[config.mk]
export PLATFORM = sky130hd
export DESIGN_NAME = rf_pulse_gen
export DESIGN_NICKNAME = d
export VERILOG_FILES = /design/src/rtl/rf_pulse_gen.sv
export SDC_FILE = /design/constraint.sdc
export NUM_CORES = 1
export LEC_CHECK = 0
export CAP_MARGIN = 40
export CORE_MARGIN = 5
export CORE_UTILIZATION = 56
export CTS_CLUSTER_SIZE = 24
export DETAILED_ROUTE_END_ITERATION = 16
export HOLD_SLACK_MARGIN = 0.1
export PLACE_DENSITY = 0.8
export SLEW_MARGIN = 20
export SYNTH_ARGS = -nofsm -noshare
export SYNTH_HDL_FRONTEND = slang
export SYNTH_SLANG_ARGS = --single-unit
[constraint.sdc]
create_clock -name clk -period 3.3 [get_ports clk]
set_clock_uncertainty 0.2 [all_clocks]
set_input_delay 0.495 -clock clk [delete_from_list [all_inputs] [get_ports clk]]
set_output_delay 0.495 -clock clk [all_outputs]
set_load 0.01 [all_outputs]
[src/rtl/rf_pulse_gen.sv]
// Framed RF pulse and sh_en strobe generator for exercising fsm_sync.
// Define RF_JITTER_EN to enable LFSR-driven +/-2 step frame and position jitter.
module rf_pulse_gen #(
  parameter int              CNT_W         = 16,
  parameter int              PERIOD_CYC    = 10000,
  parameter int              POS_CYC       = 3000,
  parameter int              HIGH_CYC      = 1,
  parameter int              PER_STEP      = 100,
  parameter int              POS_STEP      = 30,
  parameter int              SH_PERIOD_CYC = 5000,
  parameter logic [15:0]     LFSR_SEED     = 16'hACE1
) (
  input  logic             clk,
  input  logic             rst,
  input  logic             en,
  input  logic             start,
  input  logic [CNT_W-1:0] n_frames,
  output logic             rfin,
  output logic             sh_en,
  output logic             busy,
  output logic             done,
  output logic [CNT_W-1:0] frame_cnt
);

  if (!(((POS_CYC - 2 * POS_STEP) >= 1) &&
        ((POS_CYC + 2 * POS_STEP) + HIGH_CYC < PERIOD_CYC - 2 * PER_STEP) &&
        (PERIOD_CYC + 2 * PER_STEP < 2 ** CNT_W) &&
        (HIGH_CYC >= 1) && (SH_PERIOD_CYC >= 2) &&
        (SH_PERIOD_CYC <= 2 ** CNT_W))) begin : g_param_err
    $error("rf_pulse_gen: inconsistent frame timing parameters");
  end

  typedef enum logic [1:0] {IDLE, PRE, HIGH, POST} state_t;

  localparam logic [CNT_W-1:0] L_ONE     = CNT_W'(1);
  localparam logic [CNT_W-1:0] L_HIGH_LD = CNT_W'(HIGH_CYC - 1);
  localparam logic [CNT_W-1:0] L_SH_LAST = CNT_W'(SH_PERIOD_CYC - 1);

  state_t             r_state, w_state_nxt;
  logic [CNT_W-1:0]   r_cnt, w_cnt_nxt;
  logic [CNT_W-1:0]   r_post_len;
  logic [CNT_W-1:0]   r_n_frames, w_n_nxt;
  logic [CNT_W-1:0]   r_frame_cnt, w_frame_cnt_nxt;
  logic [CNT_W-1:0]   r_sh_cnt;
  logic               r_rfin, r_busy, r_done, r_sh_en;
  logic               w_draw, w_done_nxt;
  logic signed [31:0] w_r;
  logic [CNT_W-1:0]   w_adj_per, w_adj_pos, w_adj_post;

`ifdef RF_JITTER_EN
  logic [15:0] r_lfsr;
  logic        w_lfsr_fb;

  assign w_lfsr_fb = r_lfsr[15] ^ r_lfsr[13] ^ r_lfsr[12] ^ r_lfsr[10];
  assign w_r       = $signed(32'(r_lfsr % 16'd5)) - 32'sd2;

  // The draw uses the current LFSR value; the step happens on the same edge.
  always_ff @(posedge clk) begin
    if (!rst)        r_lfsr <= LFSR_SEED;
    else if (w_draw) r_lfsr <= {r_lfsr[14:0], w_lfsr_fb};
  end
`else
  assign w_r = 32'sd0;
`endif

  assign w_adj_per  = CNT_W'(PERIOD_CYC + w_r * PER_STEP);
  assign w_adj_pos  = CNT_W'(POS_CYC + w_r * POS_STEP);
  assign w_adj_post = w_adj_per - w_adj_pos - CNT_W'(HIGH_CYC);

  always_comb begin
    w_state_nxt     = r_state;
    w_cnt_nxt       = r_cnt;
    w_n_nxt         = r_n_frames;
    w_frame_cnt_nxt = r_frame_cnt;
    w_draw          = 1'b0;
    w_done_nxt      = 1'b0;
    if (!en) begin
      w_state_nxt = IDLE;
    end else begin
      unique case (r_state)
        IDLE: if (start) begin
          w_n_nxt         = n_frames;
          w_frame_cnt_nxt = L_ONE;
          w_draw          = 1'b1;
          w_cnt_nxt       = w_adj_pos - L_ONE;
          w_state_nxt     = PRE;
        end
        PRE: if (r_cnt == '0) begin
          w_cnt_nxt   = L_HIGH_LD;
          w_state_nxt = HIGH;
        end else begin
          w_cnt_nxt = r_cnt - L_ONE;
        end
        HIGH: if (r_cnt == '0) begin
          w_cnt_nxt   = r_post_len - L_ONE;
          w_state_nxt = POST;
        end else begin
          w_cnt_nxt = r_cnt - L_ONE;
        end
        POST: if (r_cnt == '0) begin
          if ((r_n_frames != '0) && (r_frame_cnt == r_n_frames)) begin
            w_done_nxt  = 1'b1;
            w_state_nxt = IDLE;
          end else begin
            // Back-to-back frame: the next frame's first PRE cycle follows directly.
            w_draw          = 1'b1;
            w_frame_cnt_nxt = r_frame_cnt + L_ONE;
            w_cnt_nxt       = w_adj_pos - L_ONE;
            w_state_nxt     = PRE;
          end
        end else begin
          w_cnt_nxt = r_cnt - L_ONE;
        end
        default: w_state_nxt = IDLE;
      endcase
    end
  end

  always_ff @(posedge clk) begin
    if (!rst) begin
      r_state     <= IDLE;
      r_frame_cnt <= '0;
      r_rfin      <= 1'b0;
      r_busy      <= 1'b0;
      r_done      <= 1'b0;
    end else begin
      r_state     <= w_state_nxt;
      r_frame_cnt <= w_frame_cnt_nxt;
      r_rfin      <= (w_state_nxt == HIGH);
      r_busy      <= (w_state_nxt != IDLE);
      r_done      <= w_done_nxt;
    end
  end

  // Phase counter and latched run parameters are only meaningful outside IDLE.
  always_ff @(posedge clk) begin
    r_cnt      <= w_cnt_nxt;
    r_n_frames <= w_n_nxt;
    if (w_draw) r_post_len <= w_adj_post;
  end

  always_ff @(posedge clk) begin
    if (!rst || !en) begin
      r_sh_cnt <= '0;
      r_sh_en  <= 1'b0;
    end else if (r_sh_cnt == L_SH_LAST) begin
      r_sh_cnt <= '0;
      r_sh_en  <= 1'b1;
    end else begin
      r_sh_cnt <= r_sh_cnt + L_ONE;
      r_sh_en  <= 1'b0;
    end
  end

  assign rfin      = r_rfin;
  assign sh_en     = r_sh_en;
  assign busy      = r_busy;
  assign done      = r_done;
  assign frame_cnt = r_frame_cnt;

endmodule

==> impl_metrics.yaml, run 1 <==
status:
  status: "finished, final reports clean"
worst_setup_path:
  cp_max_fo: 15
  crit_path_end_kind: "flop"
  crit_type: "reg2reg"
  ff2ff_path_depth: 9
  worst-path-stages: 9
  cp.arrival_ns: 2.73
  slowest_delay_ns: 0.49
  critical_path_buf_inv_count: 2
  path_cells: "inv_1 -> ha_1 -> nor4b_2 -> nand4_2 -> o21ai_1 -> o31ai_2 -> buf_4 -> or4b_1 -> a21oi_1"
  worstPathRequired_ns: 3.35
  cp-start-kind: "flop"
  critical-path-slowest-cell: "or4b_1"
  cp_top_family: "simple AND/OR/NAND/NOR gates"
worst_hold_path:
  worstHoldPathCells: 1
  min_path_type: "reg2reg"
synthesis:
  synthArstFlopShare_pct: 0
  syn_avg_cell_area_um2: 9.90
  ys_seq_area_share_pct: 50.6
  netlist_area_um2: 3410
  synth.distinct_cells: 42
  synth_warnings: 0
  synth_cells: 344
  ys_seq_elements: 70
  synth_edf_count: 32
  ys.flop_type: "dfxtp_1"
  syn_nets: 367
sta:
  max_freq_mhz: 374
  finalSetupViolCount: 0
  tns_ns: 0
  worst_pin_slew_ns: 0.604
  fin_crit_ns: 2.68
  fin_crit_sh_pct: 81.1
  slew_viol_final: 0
  rsz0062_at_grt: "false"
  slew_headroom_pct: 59.3
  hold_viol: 0
routing:
  final_antenna_net_count: 0
  drtIter0Drc: 167
  drc: 0
  drt-pass1-iter-count: 6
  drt-total-wl_um: 7160
  vias_per_cell: 5.80
  vias: 2710
  wl_per_cell_um: 15.3
power:
  power_frac_clock_pct: 38.5
  swShare_pct: 21.8
  seq_power_share_pct: 56.4
  max-vdd-ir-drop_uv: 290
  power_frac_comb_pct: 5.1
  power_leakage_uw: 0.00130
  p_int_uw: 1310
  power_density_nw_per_um2: 412
  p_sw_uw: 365
  power_uw: 1670
cells_and_area:
  mostFrequentLayoutCells: "nor2_1 (39), clkdlybuf4s50_1 (39), dfxtp_1 (38), edfxtp_1 (32), nand2_1 (28)"
  antenna_cells: 0
  drive_gt1_share_pct: 6.89
  area_growth_pct: 19.1
  nNetsFinal: 410
clock_tree:
  postCtsSetupBuffers: 0
  cts_sinks: 70
  insertion_delay_ns: 0.33
  postCtsHoldBufs: 0
  path_clk_slew_ns: 0.07
  htreeDepth: 3
  cts_tree: "built"
  ctsRootBufferMaster: "clkbuf_8"
  clockBufferDepth: 2
  cts_buffers: 9
  cts_resized: 0
floorplan:
  die_w_um: 88.0
  io_pins: 40
  initial_utilization_pct: 57.5
  die_h_um: 88.0
  rows: 28
  die-area_um2: 7740
  coreArea_um2: 5920
placed_design:
  gp_congestion: 0.846
  hpwl_um: 5200
  io_buffer_count: 39
global_routing:
  track_usage_pct: 19.8
  grt.overflow.total: 0
  grt_max_degree: 17
  antenna_found_initial: 0
  grt_pass1_vias: 2596
  grt_pass1_wl_um: 12000
flow_run:
  maxCapViolCount: 0
-- path summary, 6_finish.rpt --
path	from	to	slack [ns]
worst max-delay path	r_cnt[0]	frame_cnt[14]	0.62
worst min-delay path	r_sh_cnt[0]	r_sh_cnt[0]	0.25
worst max register to register	r_cnt[0]	frame_cnt[14]	0.62
worst min register to register	r_sh_cnt[0]	r_sh_cnt[0]	0.25
-- layout make-up --
class	instances	area, µm²
clock inverters	2	13.8
flip-flops and latches	70	1720
repair buffers	42	413
fillers	459	1860
clock buffers	14	174
inverters	9	33.8
multi-input cells	255	1610
well taps	75	93.8
-- synth_stat cells (2+ instances only) --
cell type  instances  share of area, %
nor4b_2            2              0.88
nor2_1            39               4.3
clkbuf_1           6              0.66
dfxtp_1           38                22
ha_1               3               1.1
o21ai_0           22               3.2
nand3_1           14               2.1
o211ai_1           2              0.44
inv_1              9              0.99
and2_1             4              0.73
o31ai_1            4              0.88
xor2_1            24               6.2
nor4b_1            2              0.51
nand4bb_1          2              0.66
nor4_4             2               1.2
or4_1              6               1.3
nor4_2             2              0.73
and3_1             4              0.73
edfxtp_1          32                28
o21a_1             2              0.44
nor3_1             5              0.73
xnor2_1           20               5.1
buf_2              4              0.59
nand4_1           13               2.4
or3_1             12               2.2
nand2_1           28               3.1
nor4_1            11               2.0
a21oi_1           18               2.6
-- logic make-up after synthesis --
logic type / count (synthesis) / share of synthesized area, %
XOR/XNOR: 44 / 11.3
multiplexers: 1 / 0.294
AND/OR/NAND/NOR: 153 / 25.3
buffers and inverters: 19 / 2.24
adder cells (fa/ha/maj): 3 / 1.10
flip-flops: 70 / 50.6
AO/OA/AOI/OAI: 54 / 9.18
-- power by group through the flow --
stage / clock network, µW / registers [µW] / logic (µW)
after floorplan: 0 / 957 / 45.5
after global placement: 0 / 961 / 82.4
after detailed placement: 0 / 961 / 84.8
after CTS: 655 / 942 / 85.4
after global routing: 697 / 944 / 92.7
final: 643 / 942 / 85.0
-- metrics by stage --
stage | util (%) | hold slack, ns | area, µm² | setup slack, ns | instances
5_1_grt | 68.5 | 0.298 | 4060 | 0.428 | 467
3_5_place_dp | 65.4 | 0.241 | 3870 | 0.534 | 451
3_3_place_gp | 65.2 | 0.232 | 3860 | 0.632 | 450
6_report | 68.5 | 0.250 | 4060 | 0.624 | 467
4_1_cts | 68.5 | 0.250 | 4060 | 0.650 | 467
2_1_floorplan | - | 0.218 | 3410 | 0.616 | 344
-- layer usage --
layer	GRT usage [%]	vias to the layer above	share of wire, %
met1	25.9	1313	46
met5	0	-	0
met4	6.00	0	0.82
met2	32.5	50	49
met3	4.80	7	4.0
li1	-	1340	-
-- state kept, by name, indices dropped and copies added, names as in the netlist --
| signal | count |
|---|---|
| busy | 1 |
| done | 1 |
| frame_cnt | 16 |
| r_cnt | 16 |
| r_n_frames | 16 |
| r_sh_cnt | 16 |
| r_state | 2 |
| rfin | 1 |
| sh_en | 1 |
Note: power is estimated with default switching activity, not from simulation.
==> run 2, diff against run 1 <==
==> constraint.sdc (replaced) <==
create_clock -name clk -period 2.49 [get_ports clk]
set_clock_uncertainty 0.2 [all_clocks]
set_input_delay 0.3735 -clock clk [delete_from_list [all_inputs] [get_ports clk]]
set_output_delay 0.3735 -clock clk [all_outputs]
set_load 0.01 [all_outputs]
==> run 2 against run 1 <==
Effect of this change: sequential share of layout area decreased by 2.5 points; combinational power increased by 69%; sequential power increased by 32%; largest cell class unchanged; highest routed layer unchanged.
==> impl_metrics.yaml, run 2 (synthesized netlist as in run 1, its figures left out) <==
status:
  status: "finished, final reports clean"
global_routing:
  antenna_found_initial: 0
  use_met1_pct: 27.1
  grt.overflow.total: 0
  track_usage_pct: 21.7
  grt_pass1_wl_um: 12900
  grt_pass1_vias: 2749
  top_usage_layer: "met2"
  grt_max_degree: 29
  use_met2_pct: 36.6
  grt_use_met3_pct: 5.46
sta:
  slew_headroom_pct: 47.7
  rsz0062_at_grt: "true"
  fin_crit_sh_pct: 99.6
  worst_pin_slew_ns: 0.777
  fin_ws_ns: 0.0107
  slew_viol_final: 0
  hold_viol: 0
  finalSetupViolCount: 0
  max_freq_mhz: 403
  fin_crit_ns: 2.48
floorplan:
  coreArea_um2: 5920
  die_h_um: 88.0
  die_w_um: 88.0
  rows: 28
  initial_utilization_pct: 57.5
  die-area_um2: 7740
  io_pins: 40
power:
  power_density_nw_per_um2: 513
  swShare_pct: 21.8
  max-vdd-ir-drop_uv: 358
  power_frac_clock_pct: 37.3
  power_leakage_uw: 0.00142
  p_int_uw: 1730
  p_sw_uw: 482
  power_frac_comb_pct: 6.5
  seq_power_share_pct: 56.2
worst_setup_path:
  crit_path_end_kind: "flop"
  crit_type: "reg2reg"
  cp_max_fo: 14
  worstPathRequired_ns: 2.56
  crit_start: "r_cnt[1]"
  reg2reg_slack_ns: 0.01
  cp.arrival_ns: 2.55
  cp-start-kind: "flop"
  timing.rr.start: "r_cnt[1]"
cells_and_area:
  antenna_cells: 0
  final_area_um2: 4310
  drive_gt1_share_pct: 15.5
  area_growth_pct: 26.6
  mostFrequentLayoutCells: "nor2_1 (39), clkdlybuf4s50_1 (39), dfxtp_1 (38), edfxtp_1 (32), nand2_1 (28)"
  nNetsFinal: 433
  stdcell_count: 488
routing:
  final_antenna_net_count: 0
  drt-pass1-iter-count: 5
  drc: 0
  drtIter0Drc: 315
  vias: 2892
  vias_per_cell: 5.93
  drt-total-wl_um: 8150
  wl_per_cell_um: 16.7
placed_design:
  gp_congestion: 0.898
  dp_cells: 466
  place_ws_ns: -0.0849
  dpl_cell_area_um2: 4000
  hpwl_um: 5690
  io_buffer_count: 39
clock_tree:
  path_clk_slew_ns: 0.07
  postCtsHoldBufs: 0
  clockBufferDepth: 2
  ctsRootBufferMaster: "clkbuf_8"
  cts_sinks: 70
  cts_buffers: 9
  cts_tree: "built"
  insertion_delay_ns: 0.34
  htreeDepth: 3
flow_run:
  maxCapViolCount: 0
worst_hold_path:
  worst_hold_startpoint: "r_sh_cnt[0]"
  min_path_type: "reg2reg"
-- run 2: power groups by stage --
stage	sequential, µW	clock [µW]	combinational [µW]
final	1240	827	144
after global routing	1240	900	155
after CTS	1240	842	137
after detailed placement	1270	0	133
after global placement	1270	0	130
after floorplan	1270	0	60.7
-- run 2: per-stage QoR --
stage	hold WS, ns	TNS (ns)	utilization (%)	total power (µW)
after floorplan	0.218	0	-	1330
after global placement	0.229	0	67.5	1400
after detailed placement	0.248	-0.461	67.5	1400
after CTS	0.259	0	71.6	2220
after global routing	0.291	-0.420	72.8	2300
final	0.255	0	72.8	2210
-- run 2: path summary, 6_finish.rpt --
check / cells past startpoint / endpoint
hold / removal: 1 / r_sh_cnt[0]
setup reg to reg: 9 / frame_cnt[15]
hold reg to reg: 1 / r_sh_cnt[0]
setup / recovery: 9 / frame_cnt[15]
-- run 2: per-layer routing --
metal	routed length [µm]	vias to the layer above
met5	0	-
met4	99	0
met3	556	11
met2	4090	116
met1	3400	1384
li1	-	1381
-- run 2: what timing repair did --
action / 4_1_cts / 5_1_grt
gates cloned: 0 / 1
pin swaps: 1 / 10
buffers inserted: 6 / 1
gates resized for setup: 4 / 20
endpoints found under the setup margin: 11 / 31
-- run 2: layout make-up --
| cell class | instances | area [µm²] |
|---|---|---|
| clock buffer | 13 | 170 |
| timing repair buffer | 65 | 603 |
| sequential | 70 | 1720 |
| inverter | 9 | 33.8 |
| multi-input combinational | 255 | 1690 |
| clock inverter | 1 | 5.00 |
| fill | 439 | 1610 |
| tap | 75 | 93.8 |
-- run 2: worst max-delay path, stage by stage, from the launching register on --
cell,delay [ns]
edfxtp_1,0.41
inv_1,0.14
ha_4,0.16
nor4b_4,0.21
nand4_2,0.17
o21ai_2,0.17
o31ai_2,0.11
buf_6,0.16
or4_1,0.52
a21oi_1,0.17
==> run 3, diff against run 2 <==
--- a/config.mk
+++ b/config.mk
@@ -6,7 +6,6 @@
 export NUM_CORES = 1
 export LEC_CHECK = 0
 export CAP_MARGIN = 40
-export CORE_MARGIN = 5
 export CORE_UTILIZATION = 56
 export CTS_CLUSTER_SIZE = 24
 export DETAILED_ROUTE_END_ITERATION = 16
==> run 3 against run 2 <==
Effect of this change: largest power group unchanged; cell area up 1.0%; register-to-register slack better by 0.06 ns; hold slack better by 0.0031 ns; critical endpoint is now r_cnt[9]; sequential cell count unchanged; via count up 0.41%; sequential power about the same; clock power up 5.9%; the run now ends with DRC left; non-clock buffer count up 2; sequential share of layout area down 0.41 points.
==> impl_metrics.yaml, run 3 (synthesized netlist as in run 1, its figures left out) <==
worst_setup_path:
  cp_max_fo: 6
  crit_path_end: "r_cnt[9]"
  ff2ff_path_depth: 10
  reg2reg_slack_ns: 0.07
  worstPathRequired_ns: 2.37
  crit_path_end_kind: "flop"
  timing.rr.start: "r_cnt[0]"
  crit_start: "r_cnt[0]"
  crit_type: "reg2reg"
  r2r-end: "r_cnt[9]"
  cp.arrival_ns: 2.30
  cp-start-kind: "flop"
global_routing:
  antenna_found_initial: 0
  grt.overflow.total: 0
  grt_pass1_vias: 2693
  grt_max_degree: 29
  grt_pass1_wl_um: 12600
  track_usage_pct: 26.3
placed_design:
  hpwl_um: 5520
  place_ws_ns: -0.0715
  gp_congestion: 0.865
  dpl_cell_area_um2: 4010
  io_buffer_count: 39
sta:
  hold_viol: 0
  worst_pin_slew_ns: 0.563
  fin_crit_sh_pct: 97.1
  fin_crit_ns: 2.42
  slew_viol_final: 0
  rsz0062_at_grt: "true"
  slew_headroom_pct: 62.3
  max_freq_mhz: 414
  hold_ws_ns: 0.258
  finalSetupViolCount: 0
  fin_ws_ns: 0.0733
floorplan:
  die-area_um2: 6400
  die_w_um: 80.0
  io_pins: 40
  initial_utilization_pct: 57.9
  die_h_um: 80.0
  rows: 28
  coreArea_um2: 5890
routing:
  final_antenna_net_count: 0
  vias: 2904
  drc: 1
  drt-pass1-iter-count: 11
  wl_met3_um: 440
  drt-total-wl_um: 8070
  drtIter0Drc: 205
  met2_length_um: 3960
  top_layer: "met4"
  vias_per_cell: 5.90
  wl_per_cell_um: 16.4
  wl_met1_um: 3490
cells_and_area:
  area_growth_pct: 28.0
  nNetsFinal: 435
  regArea_um2: 1720
  final_area_um2: 4360
  multiInputGateArea_um2: 1690
  mostFrequentLayoutCells: "nor2_1 (39), clkdlybuf4s50_1 (39), dfxtp_1 (38), edfxtp_1 (32), nand2_1 (28)"
  antenna_cells: 0
  drive_gt1_share_pct: 16.1
  num-fill-cells: 403
power:
  power_leakage_uw: 0.00147
  max-vdd-ir-drop_uv: 387
  power_density_nw_per_um2: 521
  power_uw: 2270
clock_tree:
  insertion_delay_ns: 0.36
  cts_buffers: 9
  path_clk_slew_ns: 0.07
  cts_sinks: 70
  cts_tree: "built"
  clockBufferDepth: 2
  ctsRootBufferMaster: "clkbuf_8"
  htreeDepth: 3
status:
  violations: "DRC"
  status: "finished, violations left"
flow_run:
  maxCapViolCount: 0
worst_hold_path:
  min_path_type: "reg2reg"
run 3: cell types whose count changed in the layout (fill, tap and decap cells not counted), moves of 2 or more:
cell,before,now
buf_4,22,25
or4_1,6,3
clkinv_2,1,4
nor4_2,4,2
o21ai_0,16,19
nor4_1,9,11
or4_4,0,3
o21ai_2,5,1
run 3: final cells by class:
class,count,share of cell area [%]
clock buffer,11,3.01
multi-input combinational,255,38.8
clock inverter,5,1.15
sequential,70,39.5
inverter,9,0.775
timing repair buffer,67,14.6
tap,75,2.15
run 3: worst max-delay path, cell delays in order (launching register included):
cell,delay [ns]
edfxtp_1,0.41
inv_1,0.08
ha_2,0.18
buf_4,0.11
buf_4,0.12
nand2b_4,0.06
or3_4,0.37
buf_6,0.15
nor4_4,0.18
buf_4,0.18
o21ai_1,0.09
run 3: power breakdown:
part | internal, µW | switching [µW]
clock | 456 | 420
sequential | 1230 | 17.8
combinational | 74.2 | 75.4
total | 1760 | 513
run 3: stage by stage:
stage | instances | util [%] | TNS (ns)
floorplan | 344 | - | 0
global placement | 467 | 68.1 | 0
detailed placement | 467 | 68.1 | -0.276
CTS | 486 | 71.9 | -0.0124
global route | 492 | 74.0 | -0.606
finish | 492 | 74.0 | 0
run 3: how the worst min path moves through the flow:
| stage | from | slack, ns | depth (start not counted) | endpoint |
|---|---|---|---|---|
| global route | r_sh_cnt[0] | 0.29 | 1 | r_sh_cnt[0] |
| global placement | r_sh_cnt[0] | 0.23 | 1 | r_sh_cnt[0] |
| floorplan | r_sh_cnt[0] | 0.22 | 1 | r_sh_cnt[0] |
| detailed placement | r_sh_cnt[0] | 0.24 | 1 | r_sh_cnt[0] |
| CTS | r_sh_cnt[0] | 0.26 | 1 | r_sh_cnt[0] |
| finish | r_sh_cnt[0] | 0.26 | 1 | r_sh_cnt[0] |
run 3: metal layers:
layer  vias up  track usage, %
met4         0            11.8
met2       109            43.3
met3        21            3.89
li1       1397               -
met5         -               0
met1      1377            34.2
run 3: timing repair:
| item | in CTS | in global routing |
|---|---|---|
| resized for setup | 5 | 15 |
| endpoints found under the setup margin | 9 | 14 |
| buffers inserted | 3 | 5 |
| pin swaps | 1 | 11 |
| gates cloned | 0 | 1 |
| hold buffers | 0 | 0 |
